[src/rtl/cache_axi_bridge_if.sv]
// AXI3 master-port bundle between cache_axi_bridge and the core_top AXI pins.
interface cache_axi_bridge_if;
    logic [3:0]  arid;
    logic [31:0] araddr;
    logic [7:0]  arlen;
    logic [2:0]  arsize;
    logic [1:0]  arburst;
    logic        arvalid;
    logic        arready;

    logic [3:0]  rid;
    logic [31:0] rdata;
    logic [1:0]  rresp;
    logic        rlast;
    logic        rvalid;
    logic        rready;

    logic [3:0]  awid;
    logic [31:0] awaddr;
    logic [7:0]  awlen;
    logic [2:0]  awsize;
    logic [1:0]  awburst;
    logic        awvalid;
    logic        awready;

    logic [3:0]  wid;
    logic [31:0] wdata;
    logic [3:0]  wstrb;
    logic        wlast;
    logic        wvalid;
    logic        wready;

    logic [3:0]  bid;
    logic [1:0]  bresp;
    logic        bvalid;
    logic        bready;

    modport master (
        output arid, araddr, arlen, arsize, arburst, arvalid, input arready,
        input  rid, rdata, rresp, rlast, rvalid, output rready,
        output awid, awaddr, awlen, awsize, awburst, awvalid, input awready,
        output wid, wdata, wstrb, wlast, wvalid, input wready,
        input  bid, bresp, bvalid, output bready
    );

    modport slave (
        input  arid, araddr, arlen, arsize, arburst, arvalid, output arready,
        output rid, rdata, rresp, rlast, rvalid, input rready,
        input  awid, awaddr, awlen, awsize, awburst, awvalid, output awready,
        input  wid, wdata, wstrb, wlast, wvalid, output wready,
        output bid, bresp, bvalid, input bready
    );
endinterface

[src/rtl/cache_axi_bridge.sv]
// Icache/dcache refill and writeback bridge onto one AXI3 master port: one read and one write in flight.
// Define BRIDGE_RR_ARB_EN for round-robin read arbitration (default: fixed dcache priority).
module cache_axi_bridge #(
    parameter int unsigned LINE_WORDS = 4,
    parameter logic [3:0]  ICACHE_ID  = 4'd0,
    parameter logic [3:0]  DCACHE_ID  = 4'd1
) (
    input  logic                       clk,
    input  logic                       reset,

    input  logic                       i_rd_req,
    input  logic [2:0]                 i_rd_type,
    input  logic [31:0]                i_rd_addr,
    output logic                       i_rd_rdy,
    output logic                       i_ret_valid,
    output logic                       i_ret_last,
    output logic [31:0]                i_ret_data,

    input  logic                       d_rd_req,
    input  logic [2:0]                 d_rd_type,
    input  logic [31:0]                d_rd_addr,
    output logic                       d_rd_rdy,
    output logic                       d_ret_valid,
    output logic                       d_ret_last,
    output logic [31:0]                d_ret_data,

    input  logic                       d_wr_req,
    input  logic [2:0]                 d_wr_type,
    input  logic [31:0]                d_wr_addr,
    input  logic [3:0]                 d_wr_wstrb,
    input  logic [32*LINE_WORDS-1:0]   d_wr_data,
    output logic                       d_wr_rdy,

    cache_axi_bridge_if.master         axi
);
    localparam int unsigned OFF = $clog2(4 * LINE_WORDS);
    localparam int unsigned CW  = $clog2(LINE_WORDS);
    localparam logic [2:0]  TYPE_LINE = 3'd4;

    typedef enum logic [1:0] {R_IDLE, R_AR, R_DATA} r_state_t;
    typedef enum logic [1:0] {W_IDLE, W_AW, W_DATA, W_RESP} w_state_t;

    function automatic logic [7:0] burst_len(input logic [2:0] t);
        return (t == TYPE_LINE) ? 8'(LINE_WORDS - 1) : 8'd0;
    endfunction

    function automatic logic [2:0] beat_size(input logic [2:0] t);
        return (t == TYPE_LINE) ? 3'd2 : {1'b0, t[1:0]};
    endfunction

    r_state_t        r_state;
    w_state_t        w_state;
    logic            r_owner_d;
    logic            raw_hit;
    logic            i_grant;
    logic            d_grant;
    logic [2:0]      gnt_type;
    logic [31:0]     gnt_addr;
    logic [CW-1:0]   beat;
    logic [3:0]      wstrb_q;
    logic            w_last_beat;
    logic [31:0]     wbuf [LINE_WORDS];
    logic            unused_axi;
`ifdef BRIDGE_RR_ARB_EN
    logic            last_gnt_d;
`endif

    // Grant logic; a RAW-blocked dcache read still keeps the icache out that cycle.
    always_comb begin
        raw_hit = (w_state != W_IDLE) && (d_rd_addr[31:OFF] == axi.awaddr[31:OFF]);
        i_grant = 1'b0;
        d_grant = 1'b0;
        if (r_state == R_IDLE) begin
`ifdef BRIDGE_RR_ARB_EN
            if (d_rd_req && !(i_rd_req && last_gnt_d)) d_grant = !raw_hit;
            else                                       i_grant = i_rd_req;
`else
            if (d_rd_req) d_grant = !raw_hit;
            else          i_grant = i_rd_req;
`endif
        end
    end

    assign gnt_type = d_grant ? d_rd_type : i_rd_type;
    assign gnt_addr = d_grant ? d_rd_addr : i_rd_addr;
    assign i_rd_rdy = i_grant;
    assign d_rd_rdy = d_grant;

    assign i_ret_valid = axi.rready & axi.rvalid & ~r_owner_d;
    assign d_ret_valid = axi.rready & axi.rvalid &  r_owner_d;
    assign i_ret_last  = i_ret_valid & axi.rlast;
    assign d_ret_last  = d_ret_valid & axi.rlast;
    assign i_ret_data  = axi.rdata;
    assign d_ret_data  = axi.rdata;
    assign axi.arburst = 2'b01;

    always_ff @(posedge clk or posedge reset) begin
        if (reset) begin
            r_state     <= R_IDLE;
            axi.arvalid <= 1'b0;
            axi.rready  <= 1'b0;
            axi.araddr  <= '0;
            axi.arlen   <= '0;
            axi.arsize  <= '0;
            axi.arid    <= '0;
            r_owner_d   <= 1'b0;
`ifdef BRIDGE_RR_ARB_EN
            last_gnt_d  <= 1'b0;
`endif
        end else begin
            case (r_state)
                R_IDLE: if (i_grant || d_grant) begin
                    axi.arvalid <= 1'b1;
                    axi.araddr  <= gnt_addr;
                    axi.arlen   <= burst_len(gnt_type);
                    axi.arsize  <= beat_size(gnt_type);
                    axi.arid    <= d_grant ? DCACHE_ID : ICACHE_ID;
                    r_owner_d   <= d_grant;
`ifdef BRIDGE_RR_ARB_EN
                    last_gnt_d  <= d_grant;
`endif
                    r_state     <= R_AR;
                end
                R_AR: if (axi.arready) begin
                    axi.arvalid <= 1'b0;
                    axi.rready  <= 1'b1;
                    r_state     <= R_DATA;
                end
                R_DATA: if (axi.rvalid && axi.rlast) begin
                    axi.rready  <= 1'b0;
                    r_state     <= R_IDLE;
                end
                default: r_state <= R_IDLE;
            endcase
        end
    end

    assign d_wr_rdy    = (w_state == W_IDLE);
    assign w_last_beat = (8'(beat) == axi.awlen);
    assign axi.awburst = 2'b01;
    assign axi.awid    = DCACHE_ID;
    assign axi.wid     = DCACHE_ID;
    assign axi.wdata   = wbuf[beat];
    assign axi.wstrb   = wstrb_q;
    assign axi.wlast   = axi.wvalid & w_last_beat;

    // Line buffer holds the write payload once accepted; the client may change d_wr_data afterwards.
    always_ff @(posedge clk) begin
        if (d_wr_rdy && d_wr_req) begin
            for (int unsigned i = 0; i < LINE_WORDS; i++) wbuf[i] <= d_wr_data[32*i +: 32];
        end
    end

    always_ff @(posedge clk or posedge reset) begin
        if (reset) begin
            w_state     <= W_IDLE;
            axi.awvalid <= 1'b0;
            axi.awaddr  <= '0;
            axi.awlen   <= '0;
            axi.awsize  <= '0;
            axi.wvalid  <= 1'b0;
            axi.bready  <= 1'b0;
            beat        <= '0;
            wstrb_q     <= '0;
        end else begin
            case (w_state)
                W_IDLE: if (d_wr_req) begin
                    axi.awvalid <= 1'b1;
                    axi.awaddr  <= d_wr_addr;
                    axi.awlen   <= burst_len(d_wr_type);
                    axi.awsize  <= beat_size(d_wr_type);
                    wstrb_q     <= (d_wr_type == TYPE_LINE) ? 4'hF : d_wr_wstrb;
                    w_state     <= W_AW;
                end
                W_AW: if (axi.awready) begin
                    axi.awvalid <= 1'b0;
                    axi.wvalid  <= 1'b1;
                    beat        <= '0;
                    w_state     <= W_DATA;
                end
                W_DATA: if (axi.wready) begin
                    if (w_last_beat) begin
                        axi.wvalid <= 1'b0;
                        axi.bready <= 1'b1;
                        w_state    <= W_RESP;
                    end else begin
                        beat <= beat + CW'(1);
                    end
                end
                W_RESP: if (axi.bvalid) begin
                    axi.bready <= 1'b0;
                    w_state    <= W_IDLE;
                end
                default: w_state <= W_IDLE;
            endcase
        end
    end

    assign unused_axi = ^{axi.rid, axi.rresp, axi.bid, axi.bresp};
endmodule

[src/flat_wrapper.sv]
// flat-port wrapper written by rule: the top's interface ports become plain ports
module cache_axi_bridge_flat 
#(
    parameter int unsigned LINE_WORDS = 4,
    parameter logic [3:0]  ICACHE_ID  = 4'd0,
    parameter logic [3:0]  DCACHE_ID  = 4'd1
)
  (clk, reset, i_rd_req, i_rd_type, i_rd_addr, i_rd_rdy, i_ret_valid, i_ret_last, i_ret_data, d_rd_req, d_rd_type, d_rd_addr, d_rd_rdy, d_ret_valid, d_ret_last, d_ret_data, d_wr_req, d_wr_type, d_wr_addr, d_wr_wstrb, d_wr_data, d_wr_rdy, axi_arid, axi_araddr, axi_arlen, axi_arsize, axi_arburst, axi_arvalid, axi_arready, axi_rid, axi_rdata, axi_rresp, axi_rlast, axi_rvalid, axi_rready, axi_awid, axi_awaddr, axi_awlen, axi_awsize, axi_awburst, axi_awvalid, axi_awready, axi_wid, axi_wdata, axi_wstrb, axi_wlast, axi_wvalid, axi_wready, axi_bid, axi_bresp, axi_bvalid, axi_bready);
  cache_axi_bridge_if axi_i ();
  input  logic clk;
  input  logic reset;
  input  logic i_rd_req;
  input  logic [2:0] i_rd_type;
  input  logic [31:0] i_rd_addr;
  output logic i_rd_rdy;
  output logic i_ret_valid;
  output logic i_ret_last;
  output logic [31:0] i_ret_data;
  input  logic d_rd_req;
  input  logic [2:0] d_rd_type;
  input  logic [31:0] d_rd_addr;
  output logic d_rd_rdy;
  output logic d_ret_valid;
  output logic d_ret_last;
  output logic [31:0] d_ret_data;
  input  logic d_wr_req;
  input  logic [2:0] d_wr_type;
  input  logic [31:0] d_wr_addr;
  input  logic [3:0] d_wr_wstrb;
  input  logic [32*LINE_WORDS-1:0] d_wr_data;
  output logic d_wr_rdy;
  output wire logic [$bits(axi_i.arid)-1:0] axi_arid;
  output wire logic [$bits(axi_i.araddr)-1:0] axi_araddr;
  output wire logic [$bits(axi_i.arlen)-1:0] axi_arlen;
  output wire logic [$bits(axi_i.arsize)-1:0] axi_arsize;
  output wire logic [$bits(axi_i.arburst)-1:0] axi_arburst;
  output wire logic [$bits(axi_i.arvalid)-1:0] axi_arvalid;
  input wire logic [$bits(axi_i.arready)-1:0] axi_arready;
  input wire logic [$bits(axi_i.rid)-1:0] axi_rid;
  input wire logic [$bits(axi_i.rdata)-1:0] axi_rdata;
  input wire logic [$bits(axi_i.rresp)-1:0] axi_rresp;
  input wire logic [$bits(axi_i.rlast)-1:0] axi_rlast;
  input wire logic [$bits(axi_i.rvalid)-1:0] axi_rvalid;
  output wire logic [$bits(axi_i.rready)-1:0] axi_rready;
  output wire logic [$bits(axi_i.awid)-1:0] axi_awid;
  output wire logic [$bits(axi_i.awaddr)-1:0] axi_awaddr;
  output wire logic [$bits(axi_i.awlen)-1:0] axi_awlen;
  output wire logic [$bits(axi_i.awsize)-1:0] axi_awsize;
  output wire logic [$bits(axi_i.awburst)-1:0] axi_awburst;
  output wire logic [$bits(axi_i.awvalid)-1:0] axi_awvalid;
  input wire logic [$bits(axi_i.awready)-1:0] axi_awready;
  output wire logic [$bits(axi_i.wid)-1:0] axi_wid;
  output wire logic [$bits(axi_i.wdata)-1:0] axi_wdata;
  output wire logic [$bits(axi_i.wstrb)-1:0] axi_wstrb;
  output wire logic [$bits(axi_i.wlast)-1:0] axi_wlast;
  output wire logic [$bits(axi_i.wvalid)-1:0] axi_wvalid;
  input wire logic [$bits(axi_i.wready)-1:0] axi_wready;
  input wire logic [$bits(axi_i.bid)-1:0] axi_bid;
  input wire logic [$bits(axi_i.bresp)-1:0] axi_bresp;
  input wire logic [$bits(axi_i.bvalid)-1:0] axi_bvalid;
  output wire logic [$bits(axi_i.bready)-1:0] axi_bready;
  assign axi_arid = axi_i.arid;
  assign axi_araddr = axi_i.araddr;
  assign axi_arlen = axi_i.arlen;
  assign axi_arsize = axi_i.arsize;
  assign axi_arburst = axi_i.arburst;
  assign axi_arvalid = axi_i.arvalid;
  assign axi_i.arready = axi_arready;
  assign axi_i.rid = axi_rid;
  assign axi_i.rdata = axi_rdata;
  assign axi_i.rresp = axi_rresp;
  assign axi_i.rlast = axi_rlast;
  assign axi_i.rvalid = axi_rvalid;
  assign axi_rready = axi_i.rready;
  assign axi_awid = axi_i.awid;
  assign axi_awaddr = axi_i.awaddr;
  assign axi_awlen = axi_i.awlen;
  assign axi_awsize = axi_i.awsize;
  assign axi_awburst = axi_i.awburst;
  assign axi_awvalid = axi_i.awvalid;
  assign axi_i.awready = axi_awready;
  assign axi_wid = axi_i.wid;
  assign axi_wdata = axi_i.wdata;
  assign axi_wstrb = axi_i.wstrb;
  assign axi_wlast = axi_i.wlast;
  assign axi_wvalid = axi_i.wvalid;
  assign axi_i.wready = axi_wready;
  assign axi_i.bid = axi_bid;
  assign axi_i.bresp = axi_bresp;
  assign axi_i.bvalid = axi_bvalid;
  assign axi_bready = axi_i.bready;
  cache_axi_bridge #(.LINE_WORDS(LINE_WORDS), .ICACHE_ID(ICACHE_ID), .DCACHE_ID(DCACHE_ID)) u_core (.clk(clk), .reset(reset), .i_rd_req(i_rd_req), .i_rd_type(i_rd_type), .i_rd_addr(i_rd_addr), .i_rd_rdy(i_rd_rdy), .i_ret_valid(i_ret_valid), .i_ret_last(i_ret_last), .i_ret_data(i_ret_data), .d_rd_req(d_rd_req), .d_rd_type(d_rd_type), .d_rd_addr(d_rd_addr), .d_rd_rdy(d_rd_rdy), .d_ret_valid(d_ret_valid), .d_ret_last(d_ret_last), .d_ret_data(d_ret_data), .d_wr_req(d_wr_req), .d_wr_type(d_wr_type), .d_wr_addr(d_wr_addr), .d_wr_wstrb(d_wr_wstrb), .d_wr_data(d_wr_data), .d_wr_rdy(d_wr_rdy), .axi(axi_i));
endmodule
[config.mk]
export PLATFORM = sky130hd
export DESIGN_NAME = cache_axi_bridge_flat
export DESIGN_NICKNAME = d
export VERILOG_FILES = /design/src/rtl/cache_axi_bridge_if.sv /design/src/rtl/cache_axi_bridge.sv /design/src/flat_wrapper.sv
export SDC_FILE = /design/constraint.sdc
export NUM_CORES = 1
export LEC_CHECK = 0
export CAP_MARGIN = 0
export CORE_AREA = 3 3 195 197
export DETAILED_ROUTE_END_ITERATION = 8
export DIE_AREA = 0 0 198 200
export GPL_TIMING_DRIVEN = 1
export PLACE_DENSITY = 0.64
export SETUP_SLACK_MARGIN = 0.4
export SYNTH_ARGS = -nofsm -noshare
export SYNTH_HDL_FRONTEND = slang
export SYNTH_SLANG_ARGS = --single-unit
export TNS_END_PERCENT = 30
[constraint.sdc]
create_clock -name clk -period 15.9 [get_ports clk]
set_input_delay 3.18 -clock clk [delete_from_list [all_inputs] [get_ports clk]]
set_output_delay 3.18 -clock clk [all_outputs]
set_load 0.02 [all_outputs]
== Word-level counts from Yosys, hierarchy flattened ==
Memory sizes are Yosys's and may differ from the RTL's.
Index checks and enable logic that the tools add are counted.

* Logic and storage cells: 112
* Output and inout bits: 215
* Memories kept: 1
* Register bits after elaboration: 106
* Bits in writable memories: 128
* Input bits: 292

{| class="wikitable"
|+ Memory list
! name !! words !! bits a word !! read ports !! clocked after Yosys merged registers in !! write ports !! line !! source
|-
| u_core.wbuf || 4 || 32 || 1 || 0 || 4 || cache_axi_bridge.sv:62 || <nowiki>logic [31:0] wbuf [LINE_WORDS];</nowiki>
|}

* Reduce and logical (&&, ||, !) cells: 23
* Add/sub/neg operators: 1
* Muxes and demuxes: 45
* Bitwise gates (word level): 7
* Equality and inequality tests: 18

{| class="wikitable"
|+ Operator list
! cell !! count
|-
| $mux W32 || 1
|-
| $mux W2 || 15
|-
| $eq A28 B28 Y1 || 1
|-
| $mux W1 || 19
|-
| $ne A2 B2 Y1 const B || 7
|-
| $reduce_and A3 Y1 || 4
|-
| $reduce_and A4 Y1 || 3
|-
| $reduce_bool A2 Y1 || 6
|-
| $pmux W1 S2 || 5
|-
| $eq A2 B8 Y1 || 1
|-
| $pmux W2 S4 || 1
|-
| $and A1 B1 Y1 || 6
|-
| $eq A2 B2 Y1 const B || 3
|-
| $eq A3 B3 Y1 const B || 2
|-
| $pmux W2 S3 || 1
|-
| $reduce_and A5 Y1 || 1
|-
| $eq A2 B1 Y1 const B || 2
|-
| $logic_not A2 Y1 || 2
|-
| $mux W4 || 1
|-
| $ne A2 B1 Y1 const B || 2
|-
| $pmux W2 S2 || 1
|-
| $reduce_and A2 Y1 || 2
|-
| $logic_and A1 B1 Y1 || 3
|-
| $mux W3 || 1
|-
| other kinds (4) || 4
|}

== Longest topological paths before layout ==
* Depth after elaboration: 8
* Depth in mapped cells: 8
* Depth with buffers taken out: 7

== Least setup slack after synthesis ==
OpenSTA, ideal clock, no wires.

* Path kind: input-to-reg
* Start: in d_wr_req
* End: reg u_core.axi.awaddr[24]
* Setup slack: 8005 ps
* Library setup time: 84 ps
* Path buffers: 2
* Data required time: 15816 ps
* Stages on the path: 4
* Data arrival time: 7810 ps
* Path through: and2_1 > clkbuf_1 > clkbuf_1 > mux2_2

* Word-level cells in the longest chain between the ends: 1

{| class="wikitable"
|+ Ends and longest elaborated chain
! what !! line !! source
|-
| start, declared || flat_wrapper.sv:26 || <nowiki>input logic d_wr_req;</nowiki>
|-
| $reduce_and A2 Y1 (no source line) || - ||
|-
| end signal, assigned || cache_axi_bridge.sv:169 || <nowiki>axi.awaddr <= d_wr_addr;</nowiki>
|-
| end, declared || cache_axi_bridge_if.sv:41 || <nowiki>output awid, awaddr, awlen, awsize, awburst, awvalid, input awready,</nowiki>
|}

Every way passes these cells.
A chain may end at the register's enable or synchronous reset.

== Worst setup path after layout ==
* Start: in d_rd_addr[25]
* End: out d_rd_rdy

* Word-level cells in the longest chain between the ends: 5

{| class="wikitable"
|+ Ends and longest elaborated chain
! what !! line !! source
|-
| start, declared || flat_wrapper.sv:21 || <nowiki>input logic [31:0] d_rd_addr;</nowiki>
|-
| $eq A28 B28 Y1 || cache_axi_bridge.sv:70 || <nowiki>raw_hit = (w_state != W_IDLE) && (d_rd_addr[31:OFF] == axi.awaddr[31:OFF]);</nowiki>
|-
| $logic_and A1 B1 Y1 || cache_axi_bridge.sv:70 ||
|-
| $logic_not A1 Y1 || cache_axi_bridge.sv:78 || <nowiki>if (d_rd_req) d_grant = !raw_hit;</nowiki>
|-
| $mux W1 || cache_axi_bridge.sv:78 ||
|-
| $mux W1 || cache_axi_bridge.sv:73 || <nowiki>if (r_state == R_IDLE) begin</nowiki>
|-
| end, declared || flat_wrapper.sv:22 || <nowiki>output logic d_rd_rdy;</nowiki>
|}

Every way passes these cells.

==> summary.txt <==
Status
  • Status: completed

Timing
  • Fmax: 0.105 GHz
  • Min cycle time layout: 9550 ps
  • Tightest hold margin: 498 ps
  • Fin. max-slew vios: 0
  • Tcrit/Tclk final: 60.1%
  • Setup violators final: 0
  • Tightest Pin Transition: 1130 ps
  • RSZ-0062 raised after global routing: no
  • Slew headroom: 24.7%
  • Clock Skew: 9.64 ps
  • Final hold violations: 0
  • Setup tns final: 0 ps

Pwr
  • Final Power: 2560 uW
  • Cell Pwr Density: 181 mW/mm^2
  • Max IR drop VDD: 0.000104 V
  • Leak: 0.00515 uW

Cells and area
  • Fillers: 3,489
  • Fin area: 0.0141 mm^2
  • Nets: 1,272
  • Finished Core Util: 38.8%
  • Layout Area Growth over Synthesis: 46.6%
  • Layout cells sized above 1: 13.3%

Detailed routing
  • Vias per inst: 4.54
  • DRT iter0 DRCs: 314
  • WL final: 29,600 um
  • Routed length per instance: 20.2 um
  • Via count: 6,652
  • Routed Antenna Nets: 0
  • First-pass DRT Iterations: 4
  • DRC viols: 0

Synth
  • YS warnings: 0
  • FF+latch count, synth: 214
  • Syn_area_per_cell: 14.3 um^2
  • Synth unique cells: 41
  • Cell count after synthesis: 674
  • Post-synth EDFFs: 128
  • Async SR Flop Fraction: 40.2%
  • Prevailing post-synth register cell: edfxtp_1
  • Post-Syn Area: 0.00964 mm^2
  • Seq/Total Area, Yosys: 62.2%

Floorplan
  • Die height: 200 um
  • Row cnt: 70
  • Initial Util: 26.5%
  • Core area: 0.0364 mm^2
  • Die area: 0.0396 mm^2
  • I/O pin count: 507
  • Die Wd: 198 um

Setup path
  • CP dominant cell by count: clkdlybuf4s50_1
  • Largest fanout on the critical path: 39
  • CP startpoint kind: input port
  • Data arrival time of the critical path: 6370 ps
  • Worst path slowest cell: o211a_2
  • Largest stage delay, worst path: 990 ps
  • Critical path capture point type: output pin
  • CP Class: input port to output pin
  • CP Cell Sequence: clkdlybuf4s50_1 -> xor2_1 -> nor4_1 -> nand4_1 -> buf_4 -> o211a_2 -> clkdlybuf4s50_1
  • CP required: 12,720 ps

Placed design
  • Routability congestion estimate: 0.788
  • Port Buf Inserts: 369
  • Post-DP HPWL: 21,600 um
  • Area after DPL: 0.0132 mm^2

Clock tree
  • CTS tree: built
  • Num CTS Buffers: 27
  • H-tree levels: 1
  • Skew-Pair Late Insertion Delay: 550 ps
  • Sink Count: 214
  • Post-CTS Setup Repair Bufs: 0
  • CTS root buffer: clkbuf_16
  • Post_cts resized: 0
  • CTS max path bufs: 3
  • Hold_buf cts: 0
  • Clock-pin slew on the worst setup and hold paths: 60 ps

GRT
  • GRT Resource Usage Total: 14.3%
  • Largest net degree at the start of global routing: 76
  • Initial antenna violation count: 2
  • Vias in the first global route: 7,019
  • First-pass GRT wire length: 43,000 um
  • GR Overflow Total: 0

Worst hold path
  • Hold Path Class: flip-flop to flip-flop

Run
  • Max_cap viols: 0
==> area by class of cell <==
class	count	area, um^2	area share (%)
repair buffers	379	3770	26.7
diodes	1	2.50	0.0177
multi-input cells	343	2840	20.1
clock inverters	14	175	1.24
clock buffers	34	722	5.11
flip-flops and latches	214	6000	42.4
inverters	11	43.8	0.310
well taps	468	586	4.14
==> synth_stat cells (3+ instances only) <==
cell       count  area, um^2
nand3b_1       3        22.5
nand3_1        7        35.0
clkbuf_1      28         105
o22a_1         5        43.8
ha_1           4        50.1
nor4_1         6        37.5
dfrtp_1       86        2150
nand4_1        3        18.8
a21oi_1        9        45.0
inv_1         10        37.5
xor2_1        28         245
buf_4         96         721
mux4_2        32         721
mux2_2        34         383
o211ai_2      10         125
edfxtp_1     128        3840
nand2_1       75         282
o211ai_1      22         165
buf_2          4        20.0
mux2i_1        5        50.1
o2111ai_1     32         280
o21ai_0        8        40.0
buf_1          4        15.0
nand2b_1       3        18.8
nor2_1        12        45.0
==> where the power goes <==
part	switching (uW)	leakage, uW	internal (uW)
clock network	242	0.000432	372
registers	110	0.00220	768
logic	547	0.00252	525
==> worst max-delay path, delay by kind of cell <==
kind | cells | cell delay (ps)
buf+inv | 3 | 1640
compound gates | 1 | 990
simple gates | 2 | 240
xor+xnor | 1 | 300
==> logic make-up (layout without fill, tap and decap cells) <==
logic type               after synthesis  in the layout  synth area share [%]
other                                  2             30                0.0779
XOR/XNOR                              28             28                  2.54
buffers and inverters                144            438                  9.47
flip-flops                           214            214                  62.2
AND/OR/NAND/NOR                      116            116                  5.22
adder cells (fa/ha/maj)                4              4                 0.519
multiplexers                          71             71                  12.0
AO/OA/AOI/OAI                         95             95                  8.01
==> per-layer routing <==
metal | track usage [%] | wire [um] | vias up
met2 | 23.3 | 14000 | 345
met3 | 6.34 | 3220 | 62
met5 | 0 | 15 | -
met1 | 16.7 | 11200 | 3244
met4 | 5.74 | 1190 | 2
li1 | - | - | 2999
==> per-stage QoR <==
step / setup WS [ps] / std cells
2_1_floorplan: 8010 / 701
3_3_place_gp: 6210 / 1415
3_5_place_dp: 6190 / 1415
4_1_cts: 6180 / 1463
5_1_grt: 6090 / 1464
6_report: 6350 / 1464
==> flip-flops by register name, indices dropped and copies added, names as in the netlist, 2 cells and up <==
register	flops
u_core.axi.araddr	32
u_core.axi.wstrb	4
u_core.wbuf	128
u_core.beat	2
u_core.axi.awaddr	32
u_core.r_state	2
u_core.axi.arsize	2
u_core.axi.awsize	2
u_core.w_state	2
==> path summary, 6_finish.rpt <==
| path | start | endpoint | slack (ps) | cells past startpoint |
|---|---|---|---|---|
| max | d_rd_addr[25] | d_rd_rdy | 6350 | 7 |
| min | u_core.axi.arvalid | u_core.axi.arvalid | 500 | 1 |
| max reg2reg | u_core.w_state[0] | u_core.wbuf[2][4] | 12510 | 5 |
| min reg2reg | u_core.axi.arvalid | u_core.axi.arvalid | 500 | 1 |
| max in group asynchronous | reset | u_core.axi.awaddr[24] | 11750 | 3 |
| min in group asynchronous | reset | u_core.axi.awaddr[14] | 2980 | 2 |
==> layout by cell type, fill, tap and decap left out, types with 3 or more instances in the layout <==
master and n:
mux4_2 32, bufinv_16 3, clkbuf_1 5, mux2_2 34, nand2b_1 3, edfxtp_1 128, nand3b_1 3, nor2_1 11
o211ai_1 22, clkbuf_16 27, dfrtp_1 85, nor4_1 6, nand3_1 7, mux2i_1 5, conb_1 29, o21ai_0 8
buf_4 10, clkdlybuf4s50_1 369, ha_1 4, a21oi_1 9, o22a_1 5, o211ai_2 10, o2111ai_1 32, inv_1 9
clkinv_1 3, xor2_1 28, nand2_1 75, nand4_1 3
Note: power is estimated with default switching activity, not from simulation.
